## config.mk

```make
export PLATFORM = sky130hd
export DESIGN_NAME = intro_animator_flat
export DESIGN_NICKNAME = d
export VERILOG_FILES = /design/src/rtl/intro_animator_pkg.sv /design/src/rtl/intro_animator_if.sv /design/src/rtl/intro_animator_tick_prescaler.sv /design/src/rtl/intro_animator.sv /design/src/flat_wrapper.sv
export SDC_FILE = /design/constraint.sdc
export NUM_CORES = 1
export LEC_CHECK = 0
export ABC_AREA = 0
export CORE_ASPECT_RATIO = 1.2
export CORE_UTILIZATION = 64
export CTS_CLUSTER_SIZE = 20
export DETAILED_ROUTE_END_ITERATION = 8
export PLACE_DENSITY = 0.95
export SLEW_MARGIN = 15
export SYNTH_ARGS = -nofsm -noshare
export SYNTH_HDL_FRONTEND = slang
export SYNTH_SLANG_ARGS = --single-unit
```

## constraint.sdc

```tcl
create_clock -name clk -period 6.7 [get_ports clk]
set_clock_uncertainty 0.1 [all_clocks]
set_input_delay 0.67 -clock clk [delete_from_list [all_inputs] [get_ports clk]]
set_output_delay 0.67 -clock clk [all_outputs]
set_load 0.1 [all_outputs]
```

## src/rtl/intro_animator_pkg.sv

```systemverilog
// Shared types and default constants for the title-screen intro animation.
// Phase encoding is what the draw path and game FSM see on `phase`.
package intro_animator_pkg;

    typedef enum logic [2:0] {
        CLIMB = 3'd0,
        RISE  = 3'd1,
        FALL  = 3'd2,
        LAND  = 3'd3,
        DONE  = 3'd4
    } phase_e;

    localparam int PRESC_W = 16;

    localparam int DEF_X_START     = 484;
    localparam int DEF_Y_START     = 672;
    localparam int DEF_Y_TOP       = 175;
    localparam int DEF_JUMP_HEIGHT = 20;
    localparam int DEF_NUM_JUMPS   = 4;
    localparam int DEF_STEP_DIV    = 4;
    localparam int DEF_JUMP_DIV    = 2;
    localparam int DEF_RUNG_PITCH  = 32;
    localparam int DEF_RUNG_Y_MAX  = 576;
    localparam int DEF_MAX_RUNGS   = 15;

endpackage

```

## src/rtl/intro_animator_if.sv

```systemverilog
// Control/sprite bundle between the game FSM (master) and the animator (slave).
// The mask width must match the animator's NUM_JUMPS.
interface intro_animator_if #(
    parameter int NUM_JUMPS = 4
);
    logic                 start;
    logic                 skip;
    logic                 restart;
    logic                 active;
    logic                 done;
    logic [11:0]          xpos;
    logic [11:0]          ypos;
    logic [3:0]           rung_cnt;
    logic [NUM_JUMPS-1:0] land_mask;
    logic [2:0]           phase;

    modport master (
        output start, skip, restart,
        input  active, done, xpos, ypos,
        input  rung_cnt, land_mask, phase
    );

    modport slave (
        input  start, skip, restart,
        output active, done, xpos, ypos,
        output rung_cnt, land_mask, phase
    );
endinterface

```

## src/rtl/intro_animator_tick_prescaler.sv

```systemverilog
// Free-running divider: tick on the div-1 count, restart from 0 on clear.
// Keeps counting regardless of whether the tick is consumed.
module tick_prescaler
    import intro_animator_pkg::*;
(
    input  logic               clk,
    input  logic               rst_n,
    input  logic [PRESC_W-1:0] div,
    input  logic               clear,
    output logic               tick
);
    logic [PRESC_W-1:0] cnt;

    assign tick = (cnt == div - PRESC_W'(1));

    always_ff @(posedge clk or negedge rst_n) begin
        if (!rst_n) begin
            cnt <= '0;
        end else if (clear || tick) begin
            cnt <= '0;
        end else begin
            cnt <= cnt + PRESC_W'(1);
        end
    end
endmodule

```

## src/rtl/intro_animator.sv

```systemverilog
// Intro sprite animator: ladder climb, NUM_JUMPS hop cycles, then park.
// Supports skip-to-end and restart from the parked pose.
module intro_animator
    import intro_animator_pkg::*;
#(
    parameter int X_START     = DEF_X_START,
    parameter int Y_START     = DEF_Y_START,
    parameter int Y_TOP       = DEF_Y_TOP,
    parameter int JUMP_HEIGHT = DEF_JUMP_HEIGHT,
    parameter int NUM_JUMPS   = DEF_NUM_JUMPS,
    parameter int STEP_DIV    = DEF_STEP_DIV,
    parameter int JUMP_DIV    = DEF_JUMP_DIV,
    parameter int RUNG_PITCH  = DEF_RUNG_PITCH,
    parameter int RUNG_Y_MAX  = DEF_RUNG_Y_MAX,
    parameter int MAX_RUNGS   = DEF_MAX_RUNGS
) (
    input  logic            clk,
    input  logic            rst_n,
    intro_animator_if.slave bus
);
    localparam logic [11:0] Y_ST   = 12'(Y_START);
    localparam logic [11:0] Y_TP   = 12'(Y_TOP);
    localparam logic [12:0] Y_TP13 = 13'(Y_TOP);
    localparam logic [11:0] APEX   = 12'(Y_TOP - JUMP_HEIGHT);
    localparam logic [11:0] R_MAX  = 12'(RUNG_Y_MAX);
    localparam logic [11:0] R_MSK  = 12'(RUNG_PITCH - 1);
    localparam logic [3:0]  R_SAT  = 4'(MAX_RUNGS);
    localparam logic [3:0]  NJ     = 4'(NUM_JUMPS);

    phase_e               state, st_n;
    logic [11:0]          ypos, y_n;
    logic [11:0]          vel, vel_n, v_inc;
    logic [3:0]           jidx, jidx_n;
    logic [3:0]           rung, rung_n;
    logic [NUM_JUMPS-1:0] mask, mask_n;
    logic                 done_r, done_n;
    logic                 act_r, act_n;
    logic                 tick, clear;
    logic [PRESC_W-1:0]   div;

    assign div   = (state == CLIMB) ? PRESC_W'(STEP_DIV)
                                    : PRESC_W'(JUMP_DIV);
    assign clear = (st_n != state);
    assign v_inc = vel + 12'd1;

    tick_prescaler u_presc (
        .clk   (clk),
        .rst_n (rst_n),
        .div   (div),
        .clear (clear),
        .tick  (tick)
    );

    always_comb begin
        st_n   = state;
        y_n    = ypos;
        vel_n  = vel;
        jidx_n = jidx;
        rung_n = rung;
        mask_n = mask;
        unique case (state)
            CLIMB: begin
                if (ypos <= Y_TP) begin
                    st_n = RISE;
                end else if (tick && bus.start) begin
                    y_n = ypos - 12'd1;
                    if (ypos <= R_MAX && (ypos & R_MSK) == 12'd0
                        && rung != R_SAT) begin
                        rung_n = rung + 4'd1;
                    end
                end
            end
            RISE: begin
                if (ypos <= APEX) begin
                    st_n = FALL;
                end else if (tick) begin
                    // Compare against apex+v so the subtraction can't wrap
                    if (ypos <= APEX + v_inc) begin
                        y_n   = APEX;
                        vel_n = '0;
                    end else begin
                        y_n   = ypos - v_inc;
                        vel_n = v_inc;
                    end
                end
            end
            FALL: begin
                if (ypos >= Y_TP) begin
                    st_n = LAND;
                end else if (tick) begin
                    vel_n = v_inc;
                    if ({1'b0, ypos} + {1'b0, v_inc} >= Y_TP13) begin
                        y_n    = Y_TP;
                        jidx_n = jidx + 4'd1;
                        for (int i = 0; i < NUM_JUMPS; i++) begin
                            if (jidx == 4'(i)) mask_n[i] = 1'b1;
                        end
                    end else begin
                        y_n = ypos + v_inc;
                    end
                end
            end
            LAND: begin
                vel_n = '0;
                st_n  = (jidx < NJ) ? RISE : DONE;
            end
            DONE: begin
                if (bus.restart) begin
                    st_n   = CLIMB;
                    y_n    = Y_ST;
                    vel_n  = '0;
                    jidx_n = '0;
                    rung_n = '0;
                    mask_n = '0;
                end
            end
            default: st_n = CLIMB;
        endcase
        // Skip overrides whatever the current phase computed
        if (bus.skip && state != DONE) begin
            st_n   = DONE;
            y_n    = Y_TP;
            mask_n = '1;
            rung_n = R_SAT;
        end
        done_n = (st_n == DONE) && (state != DONE);
        act_n  = (st_n != DONE);
    end

    always_ff @(posedge clk or negedge rst_n) begin
        if (!rst_n) begin
            state  <= CLIMB;
            ypos   <= Y_ST;
            vel    <= '0;
            jidx   <= '0;
            rung   <= '0;
            mask   <= '0;
            done_r <= 1'b0;
            act_r  <= 1'b1;
        end else begin
            state  <= st_n;
            ypos   <= y_n;
            vel    <= vel_n;
            jidx   <= jidx_n;
            rung   <= rung_n;
            mask   <= mask_n;
            done_r <= done_n;
            act_r  <= act_n;
        end
    end

    assign bus.xpos      = 12'(X_START);
    assign bus.ypos      = ypos;
    assign bus.rung_cnt  = rung;
    assign bus.land_mask = mask;
    assign bus.done      = done_r;
    assign bus.active    = act_r;
    assign bus.phase     = state;
endmodule

```

## src/flat_wrapper.sv

```systemverilog
// flat-port wrapper written by rule: the top's interface ports become plain ports
module intro_animator_flat import intro_animator_pkg::*;
#(
    parameter int X_START     = DEF_X_START,
    parameter int Y_START     = DEF_Y_START,
    parameter int Y_TOP       = DEF_Y_TOP,
    parameter int JUMP_HEIGHT = DEF_JUMP_HEIGHT,
    parameter int NUM_JUMPS   = DEF_NUM_JUMPS,
    parameter int STEP_DIV    = DEF_STEP_DIV,
    parameter int JUMP_DIV    = DEF_JUMP_DIV,
    parameter int RUNG_PITCH  = DEF_RUNG_PITCH,
    parameter int RUNG_Y_MAX  = DEF_RUNG_Y_MAX,
    parameter int MAX_RUNGS   = DEF_MAX_RUNGS
)
  (clk, rst_n, bus_start, bus_skip, bus_restart, bus_active, bus_done, bus_xpos, bus_ypos, bus_rung_cnt, bus_land_mask, bus_phase);
  intro_animator_if #(.NUM_JUMPS(NUM_JUMPS)) bus_i ();
  input  logic clk;
  input  logic rst_n;
  input wire logic [$bits(bus_i.start)-1:0] bus_start;
  input wire logic [$bits(bus_i.skip)-1:0] bus_skip;
  input wire logic [$bits(bus_i.restart)-1:0] bus_restart;
  output wire logic [$bits(bus_i.active)-1:0] bus_active;
  output wire logic [$bits(bus_i.done)-1:0] bus_done;
  output wire logic [$bits(bus_i.xpos)-1:0] bus_xpos;
  output wire logic [$bits(bus_i.ypos)-1:0] bus_ypos;
  output wire logic [$bits(bus_i.rung_cnt)-1:0] bus_rung_cnt;
  output wire logic [$bits(bus_i.land_mask)-1:0] bus_land_mask;
  output wire logic [$bits(bus_i.phase)-1:0] bus_phase;
  assign bus_i.start = bus_start;
  assign bus_i.skip = bus_skip;
  assign bus_i.restart = bus_restart;
  assign bus_active = bus_i.active;
  assign bus_done = bus_i.done;
  assign bus_xpos = bus_i.xpos;
  assign bus_ypos = bus_i.ypos;
  assign bus_rung_cnt = bus_i.rung_cnt;
  assign bus_land_mask = bus_i.land_mask;
  assign bus_phase = bus_i.phase;
  intro_animator #(.X_START(X_START), .Y_START(Y_START), .Y_TOP(Y_TOP), .JUMP_HEIGHT(JUMP_HEIGHT), .NUM_JUMPS(NUM_JUMPS), .STEP_DIV(STEP_DIV), .JUMP_DIV(JUMP_DIV), .RUNG_PITCH(RUNG_PITCH), .RUNG_Y_MAX(RUNG_Y_MAX), .MAX_RUNGS(MAX_RUNGS)) u_core (.clk(clk), .rst_n(rst_n), .bus(bus_i));
endmodule
```

Word level (Yosys, flattened, before mapping)
Index checks and enable logic that the tools add are counted.
Word-level totals
  register bits after elaboration: 57
  logic and storage cells: 129
Operators by class
  mux-type cells: 46
  $add $sub $neg: 10
  reductions and logical operators: 22
  magnitude comparators: 7
  equality and inequality tests: 32
Operator list (count)
  12-bit two-way mux: 16
  12-bit case mux with 4 select lines: 2
  4-bit two-way mux: 12
  6-bit AND reduction: 5
  12-bit by 8-bit less-or-equal comparator with 1-bit output (second input constant): 2
  4-bit case mux with 2 select lines: 3
  3-bit two-way mux: 7
  3-bit by 1-bit != test with 1-bit output (second input constant): 7
  3-bit != test (second input constant): 7
  16-bit by 1-bit adder with 16-bit output (second input constant): 1
  16-bit equality test: 1
  16-bit two-way mux: 1
  16-bit by 1-bit subtractor with 16-bit output (second input constant): 1
  3-bit case mux with 5 select lines: 1
  12-bit by 12-bit adder with 13-bit output: 1
  13-bit by 8-bit greater-or-equal comparator with 1-bit output (second input constant): 1
  12-bit by 1-bit adder with 12-bit output (second input constant): 1
  12-bit adder: 1
  8-bit by 12-bit adder with 12-bit output (first input constant): 1
  12-bit by 8-bit greater-or-equal comparator with 1-bit output (second input constant): 1
  12-bit by 10-bit less-or-equal comparator with 1-bit output (second input constant): 1
  12-bit less-or-equal comparator: 1
  12-bit logical NOT: 1
  12-bit by 1-bit subtractor with 12-bit output (second input constant): 1
  other kinds (24): 41

Logic depth before layout (Yosys ltp)
Gate-level depths: netlist (run 1).
  word-level depth: 9
  depth in mapped cells: 18

By module
A second synthesis (run 1) with hierarchy kept.
Unflattened totals
  cells, all modules: 727
  area total of the unflattened synthesis: 5987.0 µm²
By module, submodules not included
  intro_animator: seq. area each 1031.0 µm², cells an instance 581, area an instance 4629.4 µm², instances 1
  tick_prescaler: seq. area each 400.4 µm², cells an instance 146, area an instance 1357.6 µm², instances 1

Worst setup path after synthesis (run 1)
Ideal clock, no wire load.
  path kind: register to register
  start point: register u_core.vel[0]
  end point: register u_core.vel[2]
  path buffers: 1
  setup slack: 2.793 ns
  stages on the path, launching flop included: 17
  required time: 6.505 ns
  data arrival time: 3.712 ns
  cells stage by stage: dfrtp_1 ha_1 nand3_1 xor2_1 and3_1 nor3_1 o21ai_0 nor3_1 xnor2_1 ha_1 and3_1 nand4_1 a21o_1 a311o_1 a211o_1 clkbuf_1 o31ai_1
On the way
  word-level cells in the longest chain between the ends: 7
  elaborated cells between the ends (all ways): 9
  those cells by class: add/sub (2); order compare (1); mux (6)
Ends and longest elaborated chain
  from (decl): RTL line intro_animator.sv:32  | logic [11:0] vel, vel_n, v_inc;
  from (signal assigned): RTL line intro_animator.sv:143  | vel <= vel_n;
  12-bit by 1-bit adder with 12-bit output (*): RTL line intro_animator.sv:44  | assign v_inc = vel + 12'd1;
  8-bit by 12-bit adder with 12-bit output: RTL line intro_animator.sv:78  | if (ypos <= APEX + v_inc) begin
  12-bit less-or-equal comparator: RTL line intro_animator.sv:78
  12-bit two-way mux: RTL line intro_animator.sv:78
  12-bit two-way mux: RTL line intro_animator.sv:76  | end else if (tick) begin
  12-bit two-way mux: RTL line intro_animator.sv:74  | if (ypos <= APEX) begin
  12-bit case mux with 4 select lines (*): RTL line intro_animator.sv:61  | unique case (state)
Every way passes the cells marked *; elsewhere a longest branch is shown, timed or not. The select of a mux whose other input is x is not followed.
A chain may end at the register's enable or synchronous reset.

Worst setup path in the final report (run 1)
  start point: register u_core.vel[0]
  end point: register u_core.vel[6]
Same word-level chain as after synthesis.

==> summary.md, run 1 <==
| Metric | Value |
|---|---|
| Status | finished with violations |
| Failing checks | design-rule violations |
| First-pass detailed-route iteration total | 7 |
| Initial antenna violation count | 0 |
| Final Cell Area | around 0.0057 mm^2 |
| Largest family of logic cells by synthesized area | compound AO/OA/AOI/OAI gates |
| HP Class | in2async |
| Area Growth Syn to Fin | 8.38% |
| CTS tree | yes |
| Hold Violations, Final | 0 |
| PortBufs | 29 |
| Clock sinks | 57 |
| Sequential area share after synthesis | 0.274 |
| Area occupied by multi-input gates | 0.00349 mm^2 |
| Pleak | between 2 and 2.5 nW |
| Boundary Pins | 42 |
| M1 wire length | around 5.4 mm |
| Final nets | ~700 |
| Peak supply drop | between 0.5 and 0.6 mV |
| Syn Area/Cell | approximately 8.3 um^2 |
| Mux cell area share after synthesis | 0.0199 |
| Synth Area in Simple Gates | 0.193 |
| Slew HR | 0.316 |
| Avg WL per Cell | 18.3 um |
| Metal2 WL | approximately 6.8 mm |
| Fin crit share | 0.710 |
| Post-CTS sizing | 0 |
| Starting Density | 0.670 |
| Syn Std Cell Area | about 0.0052 mm^2 |
| Largest net degree at the start of global routing | 58 |
| Post-DP HPWL | ~10 mm |
| CTS Buffer Depth | 2 |
| Proportion of layout cells with a drive suffix above 1 | 0.0635 |
| CP endpoint kind | flop |
| Ys async rst share | 1.00 |
| Synth cell types | 75 |
| Post-Synth Adder-Cell Area | 0.122 |
| Post-CTS Setup Inserts | 0 |
| Top FF cell, synth | dfrtp_1 |
| Drc violations | 5 |
| Clock transition at path regs | approximately 80 ps |
| Seq cells post-synth | 57 |
| Commonest non-fill, non-tap cell in the layout | nand2_1 |
| Die Area | 0.00853 mm^2 |
| CTS root buf | clkbuf_8 |
| Vias in the first global route | 4828 |
| Highest-count cells in the layout ignoring fill and taps | 60 x nand2_1, 56 x nor2_1, 53 x dfrtp_1 |
| Max-cap violations | 0 |
| Req. time, crit path | around 7000 ps |
| CP arrival | approximately 5000 ps |
| Overflow after GRT | 0 |
| Crit-path max FO | 16 |
| GRT Util Overall | 0.328 |
| RSZ-0062 raised after global routing | no |
| Dpl cell area | around 0.0055 mm^2 |
| Max frequency | 210 MHz |
| Post-synth EDFFs | 0 |
| Routed WL | approximately 14 mm |
| Synth warnings | 0 |
| Core Box Area | between 0.007 and 0.008 mm^2 |
| Via/cell ratio | around 6.6 |
| CTS Hold Bufs | 0 |
| Worst-margin pin slew | 1030 ps |
| Row count | 35 |
| Register Area | 0.00143 mm^2 |
| Setup crit start kind | flop |
| Slew Viols, Final | 0 |
| Final Setup Violations | 0 |
| Skew-Pair Late Insertion Delay | 350 ps |
| H-tree Lvls | 3 |
| Detailed-route via count | between 4000 and 5000 |
| GPL Wtd Cong | 0.926 |
| Post-route ant nets | 0 |
| Die width | approximately 84 um |
| Global-route wire length before repair | 22.2 mm |
| Initial DRC count | approximately 340 |
| Diodes inserted | 0 |
| XOR/XNOR share of the synthesized area | 0.101 |
| Synth Area in Compound Gates | 0.223 |
| Post-synthesis instance total | between 600 and 700 |
| Fill cell count | 591 |
| Fin util | 0.726 |
| Sum of negative setup slack | 0 ps |
| Top sig layer | met4 |
| Routed wl met3 | approximately 820 um |
| Kind of critical path | reg2reg |
| Post-layout min period | roughly 4800 ps |
| TritonCTS Buffers | 9 |
| Pwr dens | between 400 and 500 mW/mm^2 |
| Die Y | about 100 um |
-- worst max-delay path, cell delays in order (launching register included) --
cell	delay, ps
dfrtp_1	490
ha_1	300
nand3_1	110
xor2_1	490
and3_1	300
nor3_1	90
o21ai_0	370
nor3_1	120
xnor2_1	160
ha_1	290
and3_1	170
nand4_1	150
a21o_1	200
a311o_1	350
a211o_1	530
o41ai_1	400
-- kinds of logic after synthesis --
logic type,count (synthesis)
xor gates and xnor gates,60
AOI/OAI and AO/OA,164
adders and majority gates,50
muxes,10
DFF,57
other,2
buffers and inverters,74
and+or+nand+nor,210
-- layer usage --
| metal | vias up | track usage |
|---|---|---|
| li1 | 2259 | - |
| met1 | 2319 | 0.379 |
| met2 | 228 | 0.592 |
| met3 | 63 | 0.0541 |
| met4 | 0 | 0.159 |
| met5 | - | 0 |
-- cells in the mapped netlist (4+ instances only) --
cell	number	area share
nand2_1	60	0.043
nor2_1	56	0.040
dfrtp_1	53	0.25
ha_1	47	0.11
xnor2_1	39	0.065
inv_1	37	0.027
a21oi_1	34	0.033
o21ai_0	31	0.030
nand3_1	24	0.023
xor2_1	21	0.035
clkbuf_1	17	0.012
nor3_1	16	0.015
and3_1	13	0.016
buf_4	13	0.019
a21o_1	12	0.017
o31ai_1	12	0.017
o211ai_1	9	0.013
a31oi_1	7	0.0084
mux2i_1	7	0.013
nand2b_1	7	0.0084
nand4_1	7	0.0084
a211oi_1	6	0.0086
buf_2	5	0.0048
nor4_1	5	0.0060
a2bb2oi_1	4	0.0067
dfstp_2	4	0.020
-- cell type report --
cell class              count  share of cell area
clock buffers              10              0.0225
clock inverters             6              0.0119
inverters                  37              0.0245
multi-input cells         506               0.616
flip-flops and latches     57               0.253
well taps                  92              0.0203
repair buffers             30              0.0517
-- stage by stage --
step	hold WS, ps	cells	power, W	setup slack (ps)
floorplan	274	637	0.00168	2790
global placement	377	722	0.00196	2320
detailed placement	387	722	0.00200	2050
CTS	387	738	0.00235	2000
global route	415	738	0.00249	1600
finish	353	738	0.00238	1950
-- path summary, 6_finish.rpt --
path | depth (start not counted) | start | slack [ps] | to
hold / removal | 2 | rst_n | 350 | u_core.vel[2]
setup reg to reg | 15 | u_core.vel[0] | 1950 | u_core.vel[6]
setup / recovery | 15 | u_core.vel[0] | 1950 | u_core.vel[6]
hold reg to reg | 2 | u_core.bus.land_mask[3] | 390 | u_core.bus.land_mask[3]
min in group clk | 2 | u_core.bus.land_mask[3] | 390 | u_core.bus.land_mask[3]
max in group asynchronous | 2 | rst_n | 5630 | u_core.jidx[2]
-- flip-flops by register name, summed over array words and instances, names as in the netlist, 3 cells and up --
register              count
u_core.bus.phase          3
u_core.bus.land_mask      4
u_core.vel               12
u_core.bus.ypos          12
u_core.bus.rung_cnt       4
u_core.jidx               4
u_core.u_presc.cnt       16
-- where the power goes --
| part | internal (W) | switching (W) |
|---|---|---|
| sequential | 0.000409 | 0.000112 |
| clock | 0.000173 | 0.000167 |
| combinational | 0.000446 | 0.00107 |
Note: power is estimated with default switching activity, not from simulation.
==> run 2, diff against run 1 <==
--- a/config.mk
+++ b/config.mk
@@ -7,10 +7,10 @@
 export LEC_CHECK = 0
 export ABC_AREA = 0
 export CORE_ASPECT_RATIO = 1.2
-export CORE_UTILIZATION = 64
+export CORE_UTILIZATION = 54
 export CTS_CLUSTER_SIZE = 20
 export DETAILED_ROUTE_END_ITERATION = 8
-export PLACE_DENSITY = 0.95
+export PLACE_DENSITY = 0.86
 export SLEW_MARGIN = 15
 export SYNTH_ARGS = -nofsm -noshare
 export SYNTH_HDL_FRONTEND = slang
==> constraint.sdc (replaced) <==
create_clock -name clk -period 4.25 [get_ports clk]
set_clock_uncertainty 0.1 [all_clocks]
set_input_delay 0.425 -clock clk [delete_from_list [all_inputs] [get_ports clk]]
set_output_delay 0.425 -clock clk [all_outputs]
set_load 0.1 [all_outputs]
==> summary.md, run 2 (synthesis results as in run 1) <==
| Metric | Value |
|---|---|
| Status | finished clean |
| GRT Util Overall | 0.288 (-0.0398) |
| Post-CTS Setup Inserts | 0 (unchanged) |
| Post-layout min period | 4020 ps (-731 ps) |
| CP arrival | 4200 ps (-680 ps) |
| CTS tree | yes |
| Via/cell ratio | 6.29 (-4.6%) |
| Post-DP HPWL | 10.0 mm (+1.0%) |
| Flop-to-flop setup slack | 230 ps (-1720 ps) |
| CP endpoint kind | flop |
| Slew HR | 0.343 (+0.0267) |
| Fin util | 0.639 (-0.0869) |
| Routed WL | 13.9 mm (+2.6%) |
| Max-cap violations | 0 (unchanged) |
| Reg2reg path depth | 18 (+3) |
| Max frequency | 249 MHz (+18%) |
| Overflow after GRT | 0 (unchanged) |
| Boundary Pins | 42 (unchanged) |
| CTS Buffer Depth | 2 (unchanged) |
| Number of flip-flops in the largest register | 16 (unchanged) |
| Top delay family on crit path | compound AO/OA/AOI/OAI gates |
| Post-route ant nets | 0 (unchanged) |
| Proportion of layout cells with a drive suffix above 1 | 0.0959 (+0.0324) |
| Skew-Pair Late Insertion Delay | 360 ps (about the same) |
| Clock transition at path regs | 80 ps (about the same) |
| CP startpoint | u_core.vel[0] |
| Kind of critical path | reg2reg |
| Regs by FF count | u_core.u_presc.cnt x16, u_core.bus.ypos x12, u_core.vel x12 |
| Sum of negative setup slack | 0 ps (unchanged) |
| Pleak | 2.55 nW (+3.7%) |
| RR Endpoint | u_core.vel[2] |
| M1 wire length | 5.64 mm (+3.6%) |
| Drc violations | 0 (-5) |
| Critical path depth in cells | 18 (+3) |
| Routed wl met3 | 809 um (-1.2%) |
| GPL Wtd Cong | 0.984 (+6.3%) |
| TritonCTS Buffers | 9 (unchanged) |
| H-tree Lvls | 3 (unchanged) |
| Top sig layer | met4 |
| Die Y | 110 um (+8.7%) |
| Pwr dens | 668 mW/mm^2 (+59%) |
| Commonest non-fill, non-tap cell in the layout | nand2_1 |
| CP peak stage delay | 430 ps (-100 ps) |
| Setup crit start kind | flop |
| Die width | 91.8 um (+8.7%) |
| Fin crit share | 0.947 (+0.237) |
| Worst-margin pin slew | 982 ps (-43.1 ps) |
| Initial DRC count | 393 (+16%) |
| CTS root buf | clkbuf_8 |
| Row count | 38 (+8.6%) |
| Slew Viols, Final | 0 (unchanged) |
| Worst-path cell chain | buf_4, nand2_1, nor3_2, buf_4, xnor2_1, inv_1, o21ai_0, nor3_1, xnor2_1, ha_1, and3_1, nand4_1, a21o_1, a311o_1, a211o_4, nor2_1, o21ai_0, o31ai_1 |
| First-pass detailed-route iteration total | 5 (-2) |
| Peak supply drop | 0.656 mV (+12%) |
| Detailed-route via count | 4889 (+0.41%) |
| Starting Density | 0.566 (-0.104) |
| PortBufs | 29 (unchanged) |
| Core Box Area | 0.00922 mm^2 (+18%) |
| Buf/Inv on CP | 3 (+3) |
| Metal2 WL | 7.04 mm (+4.2%) |
| FF-to-FF Start | u_core.vel[0] |
| Crit-path max FO | 16 (unchanged) |
| Largest net degree at the start of global routing | 58 (unchanged) |
| Area Growth Syn to Fin | 12.9% |
| HP Class | in2async |
| Slowest cell on the critical path | a211o_4 |
| Total Power | 0.00394 W (+66%) |
| Clock sinks | 57 (unchanged) |
| Hold Violations, Final | 0 (unchanged) |
| Die Area | 0.0101 mm^2 (+18%) |
| Final Setup Violations | 0 (unchanged) |
| Req. time, crit path | 4420 ps (-2400 ps) |
| Diodes inserted | 0 (unchanged) |
| Largest Register | u_core.u_presc.cnt |
| Final nets | 706 (+1.6%) |
| Global-route wire length before repair | 23.0 mm (+3.5%) |
| Initial antenna violation count | 0 (unchanged) |
| Worst setup endpoint | u_core.vel[2] |
| Vias in the first global route | 4919 (+1.9%) |
| Highest-count cells in the layout ignoring fill and taps | 60 x nand2_1, 55 x nor2_1, 52 x dfrtp_1 |
| Avg WL per Cell | 17.9 um (-2.6%) |
## run 2: changes by cell type in the layout (fill, tap and decap cells not counted), moves of 2 or more
cell / previous run / this run
clkinvlp_4: 2 / 0
buf_4: 1 / 12
xor2_1: 21 / 19
nor3_1: 16 / 14
xor2_2: 0 / 2
nor3_2: 1 / 3
bufinv_16: 1 / 3
## run 2: cell type report
type	instances	area (um^2)
fillers	773	3330
clock buffers	9	124
well taps	120	150
flip-flops and latches	57	1430
clock inverters	7	125
inverters	37	139
multi-input cells	506	3550
repair buffers	41	375
## run 2: worst min path at each step
stage                                 start                      end  slack (ps)  depth (start not counted)
finish                                rst_n           u_core.vel[10]         100                          2
detailed placement  u_core.bus.land_mask[0]  u_core.bus.land_mask[0]         390                          2
floorplan                             rst_n          u_core.bus.done          30                          0
global placement    u_core.bus.land_mask[2]  u_core.bus.land_mask[2]         380                          2
CTS                                   rst_n            u_core.vel[7]         140                          2
global route                          rst_n       u_core.bus.ypos[4]         190                          2
## run 2: per-layer routing
layer  up-vias  global-route usage
li1       2276                   -
met1      2358               0.343
met2       210               0.516
met3        45              0.0436
met4         0               0.128
met5         -                   0
## run 2: what timing repair did
item	CTS	global route
pin swaps	0	1
resized for setup	1	13
hold endpoints to repair	0	0
hold buffers	0	0
endpoints found under the setup margin	1	30
## run 2: through the flow
| step | instance area [um^2] | std cells | hold WS, ps | worst slack (ps) |
|---|---|---|---|---|
| 2_1_floorplan | 5260 | 637 | 29.4 | 343 |
| 3_3_place_gp | 5580 | 761 | 380 | 210 |
| 3_5_place_dp | 5580 | 761 | 390 | 18.5 |
| 4_1_cts | 5840 | 777 | 136 | 8.50 |
| 5_1_grt | 5900 | 777 | 190 | -51.8 |
| 6_report | 5900 | 777 | 104 | 227 |
## run 2: power by group
part	internal [W]	switching, W	leakage, nW	total (W)
combinational	0.000745	0.00171	1.68	0.00246
clock	0.000395	0.000269	0.124	0.000664
sequential	0.000645	0.000171	0.736	0.000816
total	0.00179	0.00215	2.55	0.00394
==> run 3, diff against run 2 <==
--- a/config.mk
+++ b/config.mk
@@ -7,10 +7,10 @@
 export LEC_CHECK = 0
 export ABC_AREA = 0
 export CORE_ASPECT_RATIO = 1.2
-export CORE_UTILIZATION = 54
+export CORE_UTILIZATION = 60
 export CTS_CLUSTER_SIZE = 20
 export DETAILED_ROUTE_END_ITERATION = 8
-export PLACE_DENSITY = 0.86
+export PLACE_DENSITY = 0.9
 export SLEW_MARGIN = 15
 export SYNTH_ARGS = -nofsm -noshare
 export SYNTH_HDL_FRONTEND = slang
==> constraint.sdc (replaced) <==
create_clock -name clk -period 4 [get_ports clk]
set_clock_uncertainty 0.1 [all_clocks]
set_input_delay 0.4 -clock clk [delete_from_list [all_inputs] [get_ports clk]]
set_output_delay 0.4 -clock clk [all_outputs]
set_load 0.1 [all_outputs]
==> summary.md, run 3 (synthesis results as in run 1) <==
| Metric | Value |
|---|---|
| CP arrival | 4090 ps (-110 ps) |
| Clock transition at path regs | 80 ps (about the same) |
| Hold Violations, Final | 0 (unchanged) |
| Post-layout min period | 3940 ps (-85.0 ps) |
| Sum of negative setup slack | 0 ps (unchanged) |
| Largest Register | u_core.u_presc.cnt |
| Largest net degree at the start of global routing | 58 (unchanged) |
| Setup crit start kind | flop |
| Highest-count cells in the layout ignoring fill and taps | 59 x nand2_1, 54 x nor2_1, 50 x dfrtp_1 |
| Die Y | 104 um (-5.0%) |
| First-pass detailed-route iteration total | 6 (+1) |
| GPL Wtd Cong | 0.999 (+1.6%) |
| Avg WL per Cell | 18.4 um (+3.2%) |
| Worst-margin pin slew | 1010 ps (+27.8 ps) |
| Pwr dens | 684 mW/mm^2 (+2.4%) |
| Clock sinks | 57 (unchanged) |
| Diodes inserted | 0 (unchanged) |
| CP startpoint | u_core.vel[1] |
| Initial antenna violation count | 0 (unchanged) |
| CTS tree | yes |
| Final Setup Violations | 0 (unchanged) |
| TritonCTS Buffers | 9 (unchanged) |
| Post-DP HPWL | 10.1 mm (+0.83%) |
| H-tree Lvls | 3 (unchanged) |
| Boundary Pins | 42 (unchanged) |
| Overflow after GRT | 0 (unchanged) |
| Kind of critical path | reg2reg |
| Most used routing layer | met2 |
| Core Box Area | 0.00829 mm^2 (-10%) |
| Starting Density | 0.630 (+0.0640) |
| CP endpoint kind | flop |
| Commonest non-fill, non-tap cell in the layout | nand2_1 |
| Reg2reg path depth | 17 (-1) |
| PortBufs | 29 (unchanged) |
| Proportion of layout cells with a drive suffix above 1 | 0.136 (+0.0397) |
| Met2 Use GR | 0.544 (+0.0278) |
| Routed WL | 14.5 mm (+4.2%) |
| Area occupied by multi-input gates | 0.00363 mm^2 (+2.1%) |
| Fin crit share | 0.985 (+0.0379) |
| Slew Viols, Final | 0 (unchanged) |
| CTS root buf | clkbuf_8 |
| Initial DRC count | 447 (+14%) |
| Global-route wire length before repair | 22.6 mm (-1.5%) |
| Final nets | 720 (+2.0%) |
| Peak supply drop | 0.960 mV (+46%) |
| Max frequency | 254 MHz (+2.2%) |
| Die Area | 0.00908 mm^2 (-9.8%) |
| Via/cell ratio | 6.43 (+2.2%) |
| Register Area | 0.00144 mm^2 (+0.18%) |
| Req. time, crit path | 4150 ps (-270 ps) |
| CTS Hold Bufs | 0 (unchanged) |
| Flop-to-flop setup slack | 60 ps (-170 ps) |
| Row count | 36 (-5.3%) |
| Fill cell count | 606 (-22%) |
| Die width | 87.2 um (-5.0%) |
| Status | finished clean |
| Global-route met1 utilization | 0.381 (+0.0374) |
| Crit-path max FO | 7 (-9) |
| FF-to-FF Start | u_core.vel[1] |
| Max-cap violations | 0 (unchanged) |
| Drc violations | 0 (unchanged) |
| Fin util | 0.730 (+0.0905) |
| GRT met3 Usage | 0.0587 (+0.0152) |
| Regs by FF count | u_core.u_presc.cnt x16, u_core.bus.ypos x12, u_core.vel x12 |
| HP Class | in2async |
| Post-route ant nets | 0 (unchanged) |
| Pleak | 2.60 nW (+2.0%) |
| GRT Util Overall | 0.319 (+0.0309) |
| Slew HR | 0.325 (-0.0186) |
| Number of flip-flops in the largest register | 16 (unchanged) |
| Detailed-route via count | 5047 (+3.2%) |
| Vias in the first global route | 4806 (-2.3%) |
| CTS Buffer Depth | 2 (unchanged) |
| Area Growth Syn to Fin | 15.8% |
| Skew-Pair Late Insertion Delay | 360 ps (about the same) |
## run 3: changes by cell type in the layout (fill, tap and decap cells not counted), moves of 2 or more
cell and change:
dfrtp_1 -2, xor2_1 -3, xnor2_1 -2, xnor2_2 +2
xor2_2 +3, dfrtp_2 +2, buf_4 +12, o21ai_0 -2
a211o_2 +2
## run 3: where the power goes
| part | total, W | internal (W) | switching, W |
|---|---|---|---|
| logic | 0.00263 | 0.000794 | 0.00184 |
| registers | 0.000871 | 0.000686 | 0.000185 |
| clock network | 0.000638 | 0.000369 | 0.000268 |
## run 3: area by class of cell
class,count,area share
Tap cell,114,0.0236
Clock buffer,10,0.0228
Timing Repair Buffer,54,0.0788
Inverter,37,0.0230
Multi-Input combinational cell,507,0.600
Sequential cell,57,0.237
Clock inverter,6,0.0149
## run 3: through the flow
step	setup WS [ps]	area (um^2)	cells	total power (W)	hold WS (ps)
2_1_floorplan	92.7	5260	637	0.00281	4.41
3_3_place_gp	58.2	5620	761	0.00331	387
3_5_place_dp	-218	5620	761	0.00337	394
4_1_cts	26.4	5880	777	0.00403	119
5_1_grt	-94.4	6050	785	0.00433	139
6_report	61.9	6050	785	0.00414	68.8
## run 3: path summary, 6_finish.rpt
| kind | end |
|---|---|
| max in group asynchronous | u_core.vel[4] |
| worst max register to register | u_core.vel[6] |
| min in group clk | u_core.bus.land_mask[2] |
| worst max-delay path | u_core.vel[6] |
| worst min register to register | u_core.bus.land_mask[2] |
| worst min-delay path | u_core.vel[9] |
## run 3: critical path, stage by stage (launching register included)
cell	delay (ps)
dfrtp_1	460
ha_4	210
nand3_1	120
xor2_2	180
buf_4	170
a31oi_2	220
a21o_1	170
nand3_1	110
xnor2_1	160
ha_1	310
and3_1	190
nand4_1	130
a21o_1	180
a311o_1	390
a211o_4	390
nor2_1	150
o21ai_0	90
o41ai_1	90
## run 3: timing repair
action	in CTS	in global routing
gates cloned	0	1
pin swaps	1	8
endpoints found under the setup margin	19	32
resized for setup	8	23
buffers inserted	0	7
## run 3: metal layers
layer	share of wire	vias up
met5	0	-
met4	0.040	0
met3	0.067	69
met2	0.50	255
met1	0.39	2422
li1	-	2301
==> variant: new RTL, flow settings as in run 3 <==
The package constant `DEF_MAX_RUNGS` goes from 15 to 7.
--- a/src/rtl/intro_animator_pkg.sv
+++ b/src/rtl/intro_animator_pkg.sv
@@ -21,7 +21,7 @@
     localparam int DEF_JUMP_DIV    = 2;
     localparam int DEF_RUNG_PITCH  = 32;
     localparam int DEF_RUNG_Y_MAX  = 576;
-    localparam int DEF_MAX_RUNGS   = 15;
+    localparam int DEF_MAX_RUNGS   = 7;
 
 endpackage
 
Formal check against the unedited RTL: not equivalent (Yosys sat finds a counterexample within 4 cycles, from zero or initial values and one cycle with rst_n low).
==> variant against run 3 <==
Sequential cell count is the same; via count grew 3.6%; worst setup slack gained 0.015 ns; sequential power grew 13%; first-iteration DRC count shrank 20%; area after synthesis grew 0.98%; hold slack gained 0.34 ns; wire length grew 4.4%; total power grew 30%; final area grew 4.4%; critical endpoint is now u_core.vel[7]; largest cell class unchanged; largest power group unchanged.
==> variant: results <==
group,metric,value,unit
status,outcome,"finished, final reports clean",
yosys,ys_types,73,
layout,ff_latch_area,1433,sq um
layout,antennaDiodeCount,0,
power,clockPowerShare,9.1,%
layout,nNetsFinal,752,
clocking,clock_latency,0.37,ns
global_routing,use_met1,34.97,%
clocking,clk_pin_slew,0.08,ns
setup_path,cp_slowest_cell,"or3_4",
clocking,cts_htree_levels,3,
power,leakagePower,2.712,nW
yosys,seq_area_frac_synth,27.13,%
global_routing,antenna_found_initial,0,
yosys,synth-main-ff-cell,"dfrtp_1",
placement,place_ws,-0.1150,ns
global_routing,grt.met3_usage,6.082,%
routing,met3_length,848,um
global_routing,grt_pass1_wl,23290,um
yosys,synthArstFlopShare,100.0,%
layout,drive_gt1_share,17.35,%
yosys,syn_inst,642,
power,p_clk,493,uW
routing,drtPass1Iterations,5,
yosys,yosys_warnings,0,
placement,placed_cell_area,5833,sq um
clocking,root_buffer,"clkbuf_8",
routing,highest_layer,"met4",
layout,top_regs,"u_core.u_presc.cnt x16, u_core.bus.ypos x12, u_core.vel x12",
placement,dpl.cell_count,799,
setup_path,cp.arrival,4.08,ns
setup_path,critPathMaxStageDelay,0.42,ns
yosys,synthTopCellsByArea,"dfrtp_1 25%, ha_1 11%, xnor2_1 6.0%, a21oi_1 4.2%, o21ai_0 3.7%",
power,irDropWorstVdd,0.0005976,V
routing,vias,5228,
routing,post_drt_wl_per_cell,18.41,um
global_routing,grt_usage,32.65,%
yosys,synthTopCellsByCount,"53 x dfrtp_1, 52 x nor2_1, 47 x ha_1, 46 x nand2_1",
worst_hold_path,hold_class,"register to register",
layout,fillCellCount,611,
power,combPwrFrac,72.7,%
routing,drtIter0Drc,357,
sta,max_slew_margin,35.09,%
global_routing,grt_max_degree,33,
placement,hpwl,10850,um
placement,finalWeightedCongestion,0.9946,
setup_path,cp_max_fo,6,
global_routing,grt_pass1_vias,5224,
global_routing,grtUsageMet2,57.20,%
routing,wl_met2,7792,um
placement,io_buffer_count,29,
routing,post_drt_via_cell_ratio,6.376,
power,p_int,2.274,mW
clocking,cts.path.max_buffers,2,
routing,wirelength_met1,5623,um
clocking,numCtsBuffers,9,
[variant: cell type report]
type	instances	area share, %
inverters	45	2.674
flip-flops and latches	57	22.68
repair buffers	70	9.806
multi-input cells	515	59.81
well taps	117	2.318
clock buffers	9	1.961
clock inverters	7	0.7528
[variant: worst paths after layout]
kind,start,to,slack [ns],cells after the start
min in group asynchronous,rst_n,u_core.u_presc.cnt[0],0.46,2
max in group asynchronous,rst_n,u_core.vel[3],2.45,3
min,u_core.u_presc.cnt[0],u_core.u_presc.cnt[0],0.41,1
max reg2reg,u_core.vel[1],u_core.vel[7],0.08,18
min reg2reg,u_core.u_presc.cnt[0],u_core.u_presc.cnt[0],0.41,1
max,u_core.vel[1],u_core.vel[7],0.08,18
[variant: kinds of logic (layout without fill, tap and decap cells)]
| group | Yosys count | after routing | share of synthesized area [%] |
|---|---|---|---|
| AND/OR/NAND/NOR | 219 | 219 | 21.68 |
| AO/OA/AOI/OAI | 176 | 176 | 21.96 |
| buffers and inverters | 80 | 131 | 7.068 |
| XOR/XNOR | 57 | 57 | 9.464 |
| flip-flops | 57 | 57 | 27.13 |
| adder cells (fa/ha/maj) | 49 | 49 | 11.91 |
| other | 2 | 12 | 0.1424 |
| multiplexers | 2 | 2 | 0.6404 |
[variant: critical path: cells and delay by family, from the launching register on]
kind | cells | cell delay [ns]
AO/OA/AOI/OAI | 5 | 0.84
adder cells (fa/ha/maj) | 2 | 0.48
XOR/XNOR | 2 | 0.39
AND/OR/NAND/NOR | 7 | 1.30
flip-flops | 1 | 0.41
buffers and inverters | 2 | 0.26
[variant: repair_timing]
item                                    in CTS  in global routing
pin swaps                                    0                 14
hold endpoints to repair                    24                  0
gates resized for setup                      8                 49
gates cloned                                 0                  1
setup buffers                                0                  3
hold buffers                                 1                  0
endpoints found under the setup margin      13                 29
